==> config.mk <==
export PLATFORM = sky130hd
export DESIGN_NAME = keccak_cust5_ctrl_flat
export DESIGN_NICKNAME = d
export VERILOG_FILES = /design/src/rtl/keccak_ctrl_pkg.sv /design/src/rtl/keccak_cust5_ctrl_if.sv /design/src/rtl/keccak_pad_buf.sv /design/src/rtl/keccak_cust5_ctrl.sv /design/src/flat_wrapper.sv
export SDC_FILE = /design/constraint.sdc
export NUM_CORES = 2
export LEC_CHECK = 0
export ABC_AREA = 1
export CAP_MARGIN = 40
export CORE_AREA = 2 2 680 682
export CTS_CLUSTER_DIAMETER = 50
export CTS_CLUSTER_SIZE = 20
export DETAILED_ROUTE_END_ITERATION = 7
export DIE_AREA = 0 0 682 684
export PLACE_DENSITY = 0.37
export SETUP_SLACK_MARGIN = 0.5
export SYNTH_ARGS = -nofsm -noshare
export SYNTH_HDL_FRONTEND = slang
export SYNTH_SLANG_ARGS = --single-unit
==> constraint.sdc <==
create_clock -name clk -period 2.8 [get_ports clk]
set_input_delay 0.42 -clock clk [delete_from_list [all_inputs] [get_ports clk]]
set_output_delay 0.42 -clock clk [all_outputs]
set_load 0.01 [all_outputs]
==> src/rtl/keccak_ctrl_pkg.sv <==
// Shared definitions for the Keccak l.cust5 front end: opcodes, modes, states, rate lookups.
package keccak_ctrl_pkg;

    localparam int unsigned OP_W   = 5;
    localparam int unsigned LIMM_W = 6;
    localparam int unsigned WCNT_W = 6;
    localparam int unsigned WORD_W = 32;
    localparam int unsigned TB_W   = 3;

    localparam logic [OP_W-1:0] OP_HEAD  = 5'b00100;
    localparam logic [OP_W-1:0] OP_DATA  = 5'b00010;
    localparam logic [OP_W-1:0] OP_TAIL  = 5'b00001;
    localparam logic [OP_W-1:0] OP_STORE = 5'b01000;

    typedef enum logic [1:0] {
        MODE_224 = 2'b00,
        MODE_256 = 2'b01,
        MODE_384 = 2'b10,
        MODE_512 = 2'b11
    } mode_e;

    typedef enum logic [2:0] {
        ST_IDLE,
        ST_ABSORB,
        ST_ISSUE,
        ST_WAIT_DIG,
        ST_DONE
    } state_e;

    // 32-bit words per rate block
    function automatic logic [WCNT_W-1:0] wpb_of(input mode_e m);
        case (m)
            MODE_224: return WCNT_W'(36);
            MODE_256: return WCNT_W'(34);
            MODE_384: return WCNT_W'(26);
            default:  return WCNT_W'(18);
        endcase
    endfunction

    // 32-bit words of digest kept for readback
    function automatic logic [4:0] dig_words_of(input mode_e m);
        case (m)
            MODE_224: return 5'd7;
            MODE_256: return 5'd8;
            MODE_384: return 5'd12;
            default:  return 5'd16;
        endcase
    endfunction

    // Tail byte count saturates at a full word
    function automatic logic [TB_W-1:0] tail_bytes(input logic [TB_W-1:0] n);
        return (n > TB_W'(4)) ? TB_W'(4) : n;
    endfunction

endpackage

==> src/rtl/keccak_cust5_ctrl_if.sv <==
// CPU custom-instruction and permutation-core signals of the Keccak l.cust5 front end.
interface keccak_cust5_ctrl_if #(
    parameter int unsigned DW       = 32,
    parameter int unsigned RATE_MAX = 1152,
    parameter int unsigned DIG_MAX  = 512
);
    logic                op_valid;
    logic [4:0]          cust5_op;
    logic [5:0]          cust5_limm;
    logic [DW-1:0]       operand_a;
    logic                stall;
    logic [DW-1:0]       dataout;
    logic                blk_valid;
    logic                blk_ready;
    logic [RATE_MAX-1:0] blk_data;
    logic                blk_first;
    logic                blk_last;
    logic                dig_valid;
    logic [DIG_MAX-1:0]  dig_data;
    logic                busy;

    modport master (
        output op_valid, cust5_op, cust5_limm, operand_a, blk_ready, dig_valid, dig_data,
        input  stall, dataout, blk_valid, blk_data, blk_first, blk_last, busy
    );

    modport slave (
        input  op_valid, cust5_op, cust5_limm, operand_a, blk_ready, dig_valid, dig_data,
        output stall, dataout, blk_valid, blk_data, blk_first, blk_last, busy
    );
endinterface

==> src/rtl/keccak_pad_buf.sv <==
// Rate block buffer: word writes, byte-masked tail write, SHA-3 pad insertion.
module keccak_pad_buf
    import keccak_ctrl_pkg::*;
#(
    parameter int unsigned RATE_MAX = 1152
) (
    input  logic                clk,
    input  logic                rst,
    input  logic                clr_i,
    input  logic                wr_i,
    input  logic                tail_i,
    input  logic                pad_i,
    input  logic [WCNT_W-1:0]   idx_i,
    input  logic [TB_W-1:0]     nbytes_i,
    input  logic [WCNT_W-1:0]   wpb_i,
    input  logic [WORD_W-1:0]   data_i,
    output logic [RATE_MAX-1:0] blk_o
);
    localparam int unsigned NB = RATE_MAX / 8;

    logic [RATE_MAX-1:0] blk_q, blk_d;

    // Clear applies first so a pad block can be built in the same cycle
    always_comb begin
        blk_d = clr_i ? '0 : blk_q;
        for (int unsigned b = 0; b < NB; b++) begin
            if ((wr_i || tail_i) && (b / 4 == 32'(idx_i)) &&
                (wr_i || (b % 4 < 32'(nbytes_i)))) begin
                blk_d[RATE_MAX-1-8*b -: 8] = data_i[WORD_W-1-8*(b%4) -: 8];
            end
            if (tail_i && pad_i && (b == 32'(idx_i) * 4 + 32'(nbytes_i))) begin
                blk_d[RATE_MAX-1-8*b -: 8] = blk_d[RATE_MAX-1-8*b -: 8] | 8'h06;
            end
            if (tail_i && pad_i && (b == 32'(wpb_i) * 4 - 1)) begin
                blk_d[RATE_MAX-1-8*b -: 8] = blk_d[RATE_MAX-1-8*b -: 8] | 8'h80;
            end
        end
    end

    always_ff @(posedge clk or negedge rst) begin
        if (!rst) blk_q <= '0;
        else      blk_q <= blk_d;
    end

    assign blk_o = blk_q;
endmodule

==> src/rtl/keccak_cust5_ctrl.sv <==
// l.cust5 front end for the Keccak core: packs CPU words into padded rate blocks, reads back digest.
// Optional KECCAK_CTRL_ERR_EN adds a sticky err output for misuse of the instruction stream.
module keccak_cust5_ctrl
    import keccak_ctrl_pkg::*;
#(
    parameter int unsigned DW       = 32,
    parameter int unsigned RATE_MAX = 1152,
    parameter int unsigned DIG_MAX  = 512
) (
    input  logic clk,
    input  logic rst,
`ifdef KECCAK_CTRL_ERR_EN
    output logic err,
`endif
    keccak_cust5_ctrl_if.slave bus
);
    state_e             state_q, state_d;
    mode_e              mode_q, mode_d;
    logic [WCNT_W-1:0]  wcnt_q, wcnt_d;
    logic               first_q, first_d;
    logic               last_q, last_d;
    logic               pad_pend_q, pad_pend_d;
    logic               blk_valid_q, blk_valid_d;
    logic               busy_q, busy_d;
    logic [DW-1:0]      dataout_q, dataout_d;
    logic [DIG_MAX-1:0] dig_q, dig_d;

    logic               pb_clr, pb_wr, pb_tail, pb_pad;
    logic [WCNT_W-1:0]  pb_idx;
    logic [TB_W-1:0]    pb_nb;
    logic [WCNT_W-1:0]  wpb;
    logic               is_head, is_data, is_tail, is_store, stall_c, tail_exact;
    logic               unused_limm;

    assign is_head  = bus.op_valid && (bus.cust5_op == OP_HEAD);
    assign is_data  = bus.op_valid && (bus.cust5_op == OP_DATA);
    assign is_tail  = bus.op_valid && (bus.cust5_op == OP_TAIL);
    assign is_store = bus.op_valid && (bus.cust5_op == OP_STORE);
    assign wpb      = wpb_of(mode_q);
    assign unused_limm = ^bus.cust5_limm[5:4];

    assign stall_c = bus.op_valid &&
                     (((state_q == ST_ISSUE) && (is_head || is_data || is_tail)) ||
                      (state_q == ST_WAIT_DIG));

    // A 4-byte tail into the last word leaves no room for padding in this block
    assign tail_exact = (tail_bytes(bus.cust5_limm[2:0]) == TB_W'(4)) &&
                        (wcnt_q == wpb - WCNT_W'(1));

    always_comb begin
        state_d    = state_q;
        mode_d     = mode_q;
        wcnt_d     = wcnt_q;
        first_d    = first_q;
        last_d     = last_q;
        pad_pend_d = pad_pend_q;
        dataout_d  = dataout_q;
        dig_d      = dig_q;
        pb_clr     = 1'b0;
        pb_wr      = 1'b0;
        pb_tail    = 1'b0;
        pb_pad     = 1'b0;
        pb_idx     = wcnt_q;
        pb_nb      = tail_bytes(bus.cust5_limm[2:0]);

        case (state_q)
            ST_IDLE, ST_ABSORB, ST_DONE: begin
                if (is_head) begin
                    pb_clr     = 1'b1;
                    wcnt_d     = '0;
                    mode_d     = mode_e'(bus.cust5_limm[1:0]);
                    first_d    = 1'b1;
                    last_d     = 1'b0;
                    pad_pend_d = 1'b0;
                    state_d    = ST_ABSORB;
                end else if ((state_q == ST_ABSORB) && is_data) begin
                    pb_wr  = 1'b1;
                    wcnt_d = wcnt_q + WCNT_W'(1);
                    if (wcnt_d == wpb) begin
                        last_d  = 1'b0;
                        state_d = ST_ISSUE;
                    end
                end else if ((state_q == ST_ABSORB) && is_tail) begin
                    pb_tail    = 1'b1;
                    pb_pad     = !tail_exact;
                    last_d     = !tail_exact;
                    pad_pend_d = tail_exact;
                    state_d    = ST_ISSUE;
                end else if ((state_q == ST_DONE) && is_store) begin
                    dataout_d = dig_q[DIG_MAX-1-DW*32'(bus.cust5_limm[3:0]) -: DW];
                end
            end
            ST_ISSUE: begin
                if (bus.blk_ready) begin
                    first_d = 1'b0;
                    wcnt_d  = '0;
                    pb_clr  = 1'b1;
                    if (pad_pend_q) begin
                        // Rebuild the buffer as the all-pad block and keep offering it
                        pb_tail    = 1'b1;
                        pb_pad     = 1'b1;
                        pb_idx     = '0;
                        pb_nb      = '0;
                        pad_pend_d = 1'b0;
                        last_d     = 1'b1;
                    end else if (last_q) begin
                        state_d = ST_WAIT_DIG;
                    end else begin
                        state_d = ST_ABSORB;
                    end
                end
            end
            ST_WAIT_DIG: begin
                if (bus.dig_valid) begin
                    dig_d = '0;
                    for (int unsigned w = 0; w < DIG_MAX / DW; w++) begin
                        if (w < 32'(dig_words_of(mode_q))) begin
                            dig_d[DIG_MAX-1-DW*w -: DW] = bus.dig_data[DIG_MAX-1-DW*w -: DW];
                        end
                    end
                    state_d = ST_DONE;
                end
            end
            default: state_d = ST_IDLE;
        endcase

        blk_valid_d = (state_d == ST_ISSUE);
        busy_d      = (state_d != ST_IDLE) && (state_d != ST_DONE);
    end

    always_ff @(posedge clk or negedge rst) begin
        if (!rst) begin
            state_q     <= ST_IDLE;
            mode_q      <= MODE_224;
            wcnt_q      <= '0;
            first_q     <= 1'b0;
            last_q      <= 1'b0;
            pad_pend_q  <= 1'b0;
            blk_valid_q <= 1'b0;
            busy_q      <= 1'b0;
            dataout_q   <= '0;
            dig_q       <= '0;
        end else begin
            state_q     <= state_d;
            mode_q      <= mode_d;
            wcnt_q      <= wcnt_d;
            first_q     <= first_d;
            last_q      <= last_d;
            pad_pend_q  <= pad_pend_d;
            blk_valid_q <= blk_valid_d;
            busy_q      <= busy_d;
            dataout_q   <= dataout_d;
            dig_q       <= dig_d;
        end
    end

    keccak_pad_buf #(.RATE_MAX(RATE_MAX)) u_buf (
        .clk      (clk),
        .rst      (rst),
        .clr_i    (pb_clr),
        .wr_i     (pb_wr),
        .tail_i   (pb_tail),
        .pad_i    (pb_pad),
        .idx_i    (pb_idx),
        .nbytes_i (pb_nb),
        .wpb_i    (wpb),
        .data_i   (WORD_W'(bus.operand_a)),
        .blk_o    (bus.blk_data)
    );

    assign bus.stall     = stall_c;
    assign bus.dataout   = dataout_q;
    assign bus.blk_valid = blk_valid_q;
    assign bus.blk_first = first_q;
    assign bus.blk_last  = last_q;
    assign bus.busy      = busy_q;

`ifdef KECCAK_CTRL_ERR_EN
    logic err_q, err_d;

    // Sticky misuse flag; only ops that are not stalled are judged
    always_comb begin
        err_d = err_q;
        if (bus.op_valid && !stall_c) begin
            if (is_head)                                             err_d = 1'b0;
            else if (!(is_data || is_tail || is_store))              err_d = 1'b1;
            else if ((is_data || is_tail) && state_q != ST_ABSORB)   err_d = 1'b1;
            else if (is_store && state_q != ST_DONE)                 err_d = 1'b1;
            else if (is_tail && bus.cust5_limm[2:0] > TB_W'(4))      err_d = 1'b1;
        end
    end

    always_ff @(posedge clk or negedge rst) begin
        if (!rst) err_q <= 1'b0;
        else      err_q <= err_d;
    end

    assign err = err_q;
`endif
endmodule

==> src/flat_wrapper.sv <==
// flat-port wrapper written by rule: the top's interface ports become plain ports
module keccak_cust5_ctrl_flat import keccak_ctrl_pkg::*;
#(
    parameter int unsigned DW       = 32,
    parameter int unsigned RATE_MAX = 1152,
    parameter int unsigned DIG_MAX  = 512
)
  (clk, rst, bus_op_valid, bus_cust5_op, bus_cust5_limm, bus_operand_a, bus_blk_ready, bus_dig_valid, bus_dig_data, bus_stall, bus_dataout, bus_blk_valid, bus_blk_data, bus_blk_first, bus_blk_last, bus_busy);
  keccak_cust5_ctrl_if #(.DW(DW), .RATE_MAX(RATE_MAX), .DIG_MAX(DIG_MAX)) bus_i ();
  input  logic clk;
  input  logic rst;
  input wire logic [$bits(bus_i.op_valid)-1:0] bus_op_valid;
  input wire logic [$bits(bus_i.cust5_op)-1:0] bus_cust5_op;
  input wire logic [$bits(bus_i.cust5_limm)-1:0] bus_cust5_limm;
  input wire logic [$bits(bus_i.operand_a)-1:0] bus_operand_a;
  input wire logic [$bits(bus_i.blk_ready)-1:0] bus_blk_ready;
  input wire logic [$bits(bus_i.dig_valid)-1:0] bus_dig_valid;
  input wire logic [$bits(bus_i.dig_data)-1:0] bus_dig_data;
  output wire logic [$bits(bus_i.stall)-1:0] bus_stall;
  output wire logic [$bits(bus_i.dataout)-1:0] bus_dataout;
  output wire logic [$bits(bus_i.blk_valid)-1:0] bus_blk_valid;
  output wire logic [$bits(bus_i.blk_data)-1:0] bus_blk_data;
  output wire logic [$bits(bus_i.blk_first)-1:0] bus_blk_first;
  output wire logic [$bits(bus_i.blk_last)-1:0] bus_blk_last;
  output wire logic [$bits(bus_i.busy)-1:0] bus_busy;
  assign bus_i.op_valid = bus_op_valid;
  assign bus_i.cust5_op = bus_cust5_op;
  assign bus_i.cust5_limm = bus_cust5_limm;
  assign bus_i.operand_a = bus_operand_a;
  assign bus_i.blk_ready = bus_blk_ready;
  assign bus_i.dig_valid = bus_dig_valid;
  assign bus_i.dig_data = bus_dig_data;
  assign bus_stall = bus_i.stall;
  assign bus_dataout = bus_i.dataout;
  assign bus_blk_valid = bus_i.blk_valid;
  assign bus_blk_data = bus_i.blk_data;
  assign bus_blk_first = bus_i.blk_first;
  assign bus_blk_last = bus_i.blk_last;
  assign bus_busy = bus_i.busy;
  keccak_cust5_ctrl #(.DW(DW), .RATE_MAX(RATE_MAX), .DIG_MAX(DIG_MAX)) u_core (.clk(clk), .rst(rst), .bus(bus_i));
endmodule
==> reports/qor.csv <==
metric;value;unit
fin_nets;11800;
synth-edff-count;0;
arrival;3.35;ns
min_period_over_period;93.2;%
cp-start-kind;flop;
initial_core_util;16.2;%
port_buffers;1746;
drcViolationCount;0;
antenna_found_initial;102;
slowest_delay;0.36;ns
area_delta_synth_final;64.1;%
clk_pin_slew;0.05;ns
p_int;0.0599;W
drt-vias-per-instance;4.16;
status;finished clean;
grt_max_degree;90;
synth_cells;8733;
hold_viol;0;
cts_root_buffer;clkbuf_16;
min_from;bus_dig_data[347];
wl_met2;258000;µm
grt_overflow;0;
r2r-start;u_core.mode_q[0];
fin_crit;2.61;ns
min_to;u_core.dig_q[347];
setup.worst_path.class;reg -> reg;
mostFrequentLayoutCells;nand2_1, dfrtp_1, clkdlybuf4s50_1;
dr_total_vias;73400;
synth_ff_type;dfrtp_1;
h-tree-depth;5;
die_w;682;µm
synth.distinct_cells;41;
place_inst;17000;
setup_viol;0;
fmax;383;MHz
hold_path_class;in -> reg;
hpwlAfterDp;396000;µm
drt-initial-drc-count;5149;
seqPwrFrac;34.6;%
cts.sinks;1712;
drive_above_1_share;17.8;%
pwr_density_cell;713;mW/mm²
async_flop_share;100;%
synth.top_cells.by_area;dfrtp_1, nand2_1, nand3_1;
hold_slack;0.100;ns
clock_latency;0.94;ns
ir_worst_vdd;0.000443;V
switching_share;31.2;%
syn_nets;9303;
p_leak;57.0;nW
worst_ep_required_time;3.54;ns
place_congestion;0.849;
crit_family;buffers and inverters;
rsz0062_at_grt;true;
synth_top_area_share;57.6;%
tritoncts;yes;
wl_met1;190000;µm
drt_wl_total;500000;µm
slew_headroom;45.8;%
ios;1749;
rr_endpoint;u_core.u_buf.blk_o[1138];
drv_cap;0;
yosysWarnings;0;
fp.dieH;684;µm
critical_path.max_fanout;7;
syn_area_per_cell;8.51;µm²
final_cells;17700;
synth_area;0.0744;mm²
ys_seq_elements;1712;
synth_largest_area_cell;dfrtp_1;
critPathBufInv;8;
coreArea;0.459;mm²
layout_commonest_cell;nand2_1;
power.share.clock;46.0;%
drt.antenna.violating_nets;0;
grt_pass1_vias;73200;
ff2ff_path_depth;19;
crit_chain;inv_2 > buf_6 > ha_4 > buf_6 > nor3_4 > nand2_2 > nand3_2 > nand2_2 > nor2_2 > nand2_2 > buf_12 > nand2_4 > buf_12 > buf_12 > a21oi_4 > buf_6 > buf_12 > nand2_8 > nand2_2;
numCtsBuffers;310;
dieArea;0.466;mm²
fin_setup_tns;0;ns
ff2ff_setup_slack;0.19;ns
highest_layer;met5;
grt_first_pass_wirelength;667000;µm
dr.pass1.iters;6;
grt.total_usage;20.7;%
worstSetupEndpointType;flop;
worstHoldPathCells;3;
power.switching;0.0271;W
routedWlPerCell;28.3;µm
rows;249;
p_total;0.0870;W
wl_met3;28000;µm
synth.yosys.seq_area_share;57.6;%
pwr-share-comb;19.3;%
clock_skew;0.109;ns
slew_viol_final;0;
worst_pin_slew;0.813;ns
clockBufferDepth;4;
crit_slowest_cell;dfrtp_1;
## sequential cells by signal (all words and copies together), names as in the netlist
signal                count
u_core.bus.blk_first      1
u_core.u_buf.blk_o     1152
u_core.state_q            3
u_core.bus.blk_valid      1
u_core.dig_q            512
u_core.bus.busy           1
u_core.mode_q             2
u_core.bus.dataout       32
u_core.pad_pend_q         1
u_core.wcnt_q             6
u_core.bus.blk_last       1
## final cells by class
class | count | area, µm²
clock buffers | 387 | 8520
multi-input cells | 5793 | 28600
inverters | 587 | 2310
clock inverters | 175 | 2330
repair buffers | 2833 | 29600
diodes | 19 | 47.5
flip-flops and latches | 1712 | 42800
fillers | 49600 | 337000
well taps | 6149 | 7690
## metal layers
layer / vias up / GRT usage (%)
met5: - / 0
met2: 2313 / 38.0
met4: 42 / 8.00
li1: 34100 / -
met3: 670 / 3.97
met1: 36200 / 23.3
## power by group through the flow
stage | Sequential [W] | Combinational, W | Clock (W)
floorplan | 0.0300 | 0.00748 | 0
global placement | 0.0304 | 0.0165 | 0
detailed placement | 0.0305 | 0.0166 | 0
CTS | 0.0301 | 0.0170 | 0.0409
global route | 0.0305 | 0.0186 | 0.0420
finish | 0.0301 | 0.0168 | 0.0401
## how the worst max path moves through the flow
stage / from / endpoint / slack, ns / depth (start not counted)
CTS: u_core.u_buf.blk_o[470] / bus_blk_data[470] / 0.17 / 1
global route: u_core.mode_q[0] / u_core.u_buf.blk_o[1010] / 0.06 / 19
finish: u_core.mode_q[0] / u_core.u_buf.blk_o[1138] / 0.19 / 19
detailed placement: bus_op_valid / u_core.u_buf.blk_o[721] / -0.62 / 19
floorplan: u_core.state_q[2] / u_core.u_buf.blk_o[337] / 0.47 / 20
global placement: bus_op_valid / u_core.u_buf.blk_o[730] / -0.67 / 19
## cells in the mapped netlist, types with 6 or more instances
master	count
nand2_1	2248
dfrtp_1	1712
nand3_1	1590
o21ai_0	838
inv_1	554
clkbuf_1	437
o21ai_1	390
nor2_1	297
buf_2	113
a21oi_1	109
buf_1	75
o221ai_1	49
o211ai_1	48
nand2_2	40
o21bai_1	34
a31oi_1	32
inv_2	31
nor2_2	26
o22ai_1	21
nor2_4	14
a21oi_2	10
buf_4	10
ha_1	10
nand4_1	9
nor3_1	7
buf_6	6
## per-stage QoR
step / util [%] / cell area (µm²) / worst slack, ns
finish: 26.6 / 122000 / 0.192
global route: 26.6 / 122000 / 0.0617
CTS: 26.3 / 120000 / 0.168
detailed placement: 23.5 / 108000 / -0.622
global placement: 23.5 / 108000 / -0.675
floorplan: - / 74600 / 0.472
## cells by family after synthesis
group	after synthesis	share of synthesized area, %
AO/OA/AOI/OAI	1534	11.0
XOR/XNOR	4	0.0572
adder cells (fa/ha/maj)	10	0.168
buffers and inverters	1228	6.50
flip-flops	1712	57.6
AND/OR/NAND/NOR	4245	24.7
## worst reg2reg max path, cell delays in order, from the launching register on
cell and delay [ns]:
dfrtp_1 0.36, inv_2 0.08, buf_6 0.13, ha_4 0.17, buf_6 0.12, nor3_4 0.20
nand2_2 0.09, nand3_2 0.06, nand2_2 0.06, nor2_2 0.09, nand2_2 0.08, buf_12 0.14
nand2_4 0.07, buf_12 0.13, buf_12 0.18, a21oi_4 0.08, buf_6 0.12, buf_12 0.14
nand2_8 0.11, nand2_2 0.04
## what timing repair did
action,4_1_cts,5_1_grt
pin swaps,25,49
gates resized for setup,277,315
buffers inserted,23,26
hold buffers,42,0
hold endpoints to repair,434,0
cloned,4,5
setup endpoints to repair,2442,2483
No activity file was read; power rests on OpenSTA's default activity.
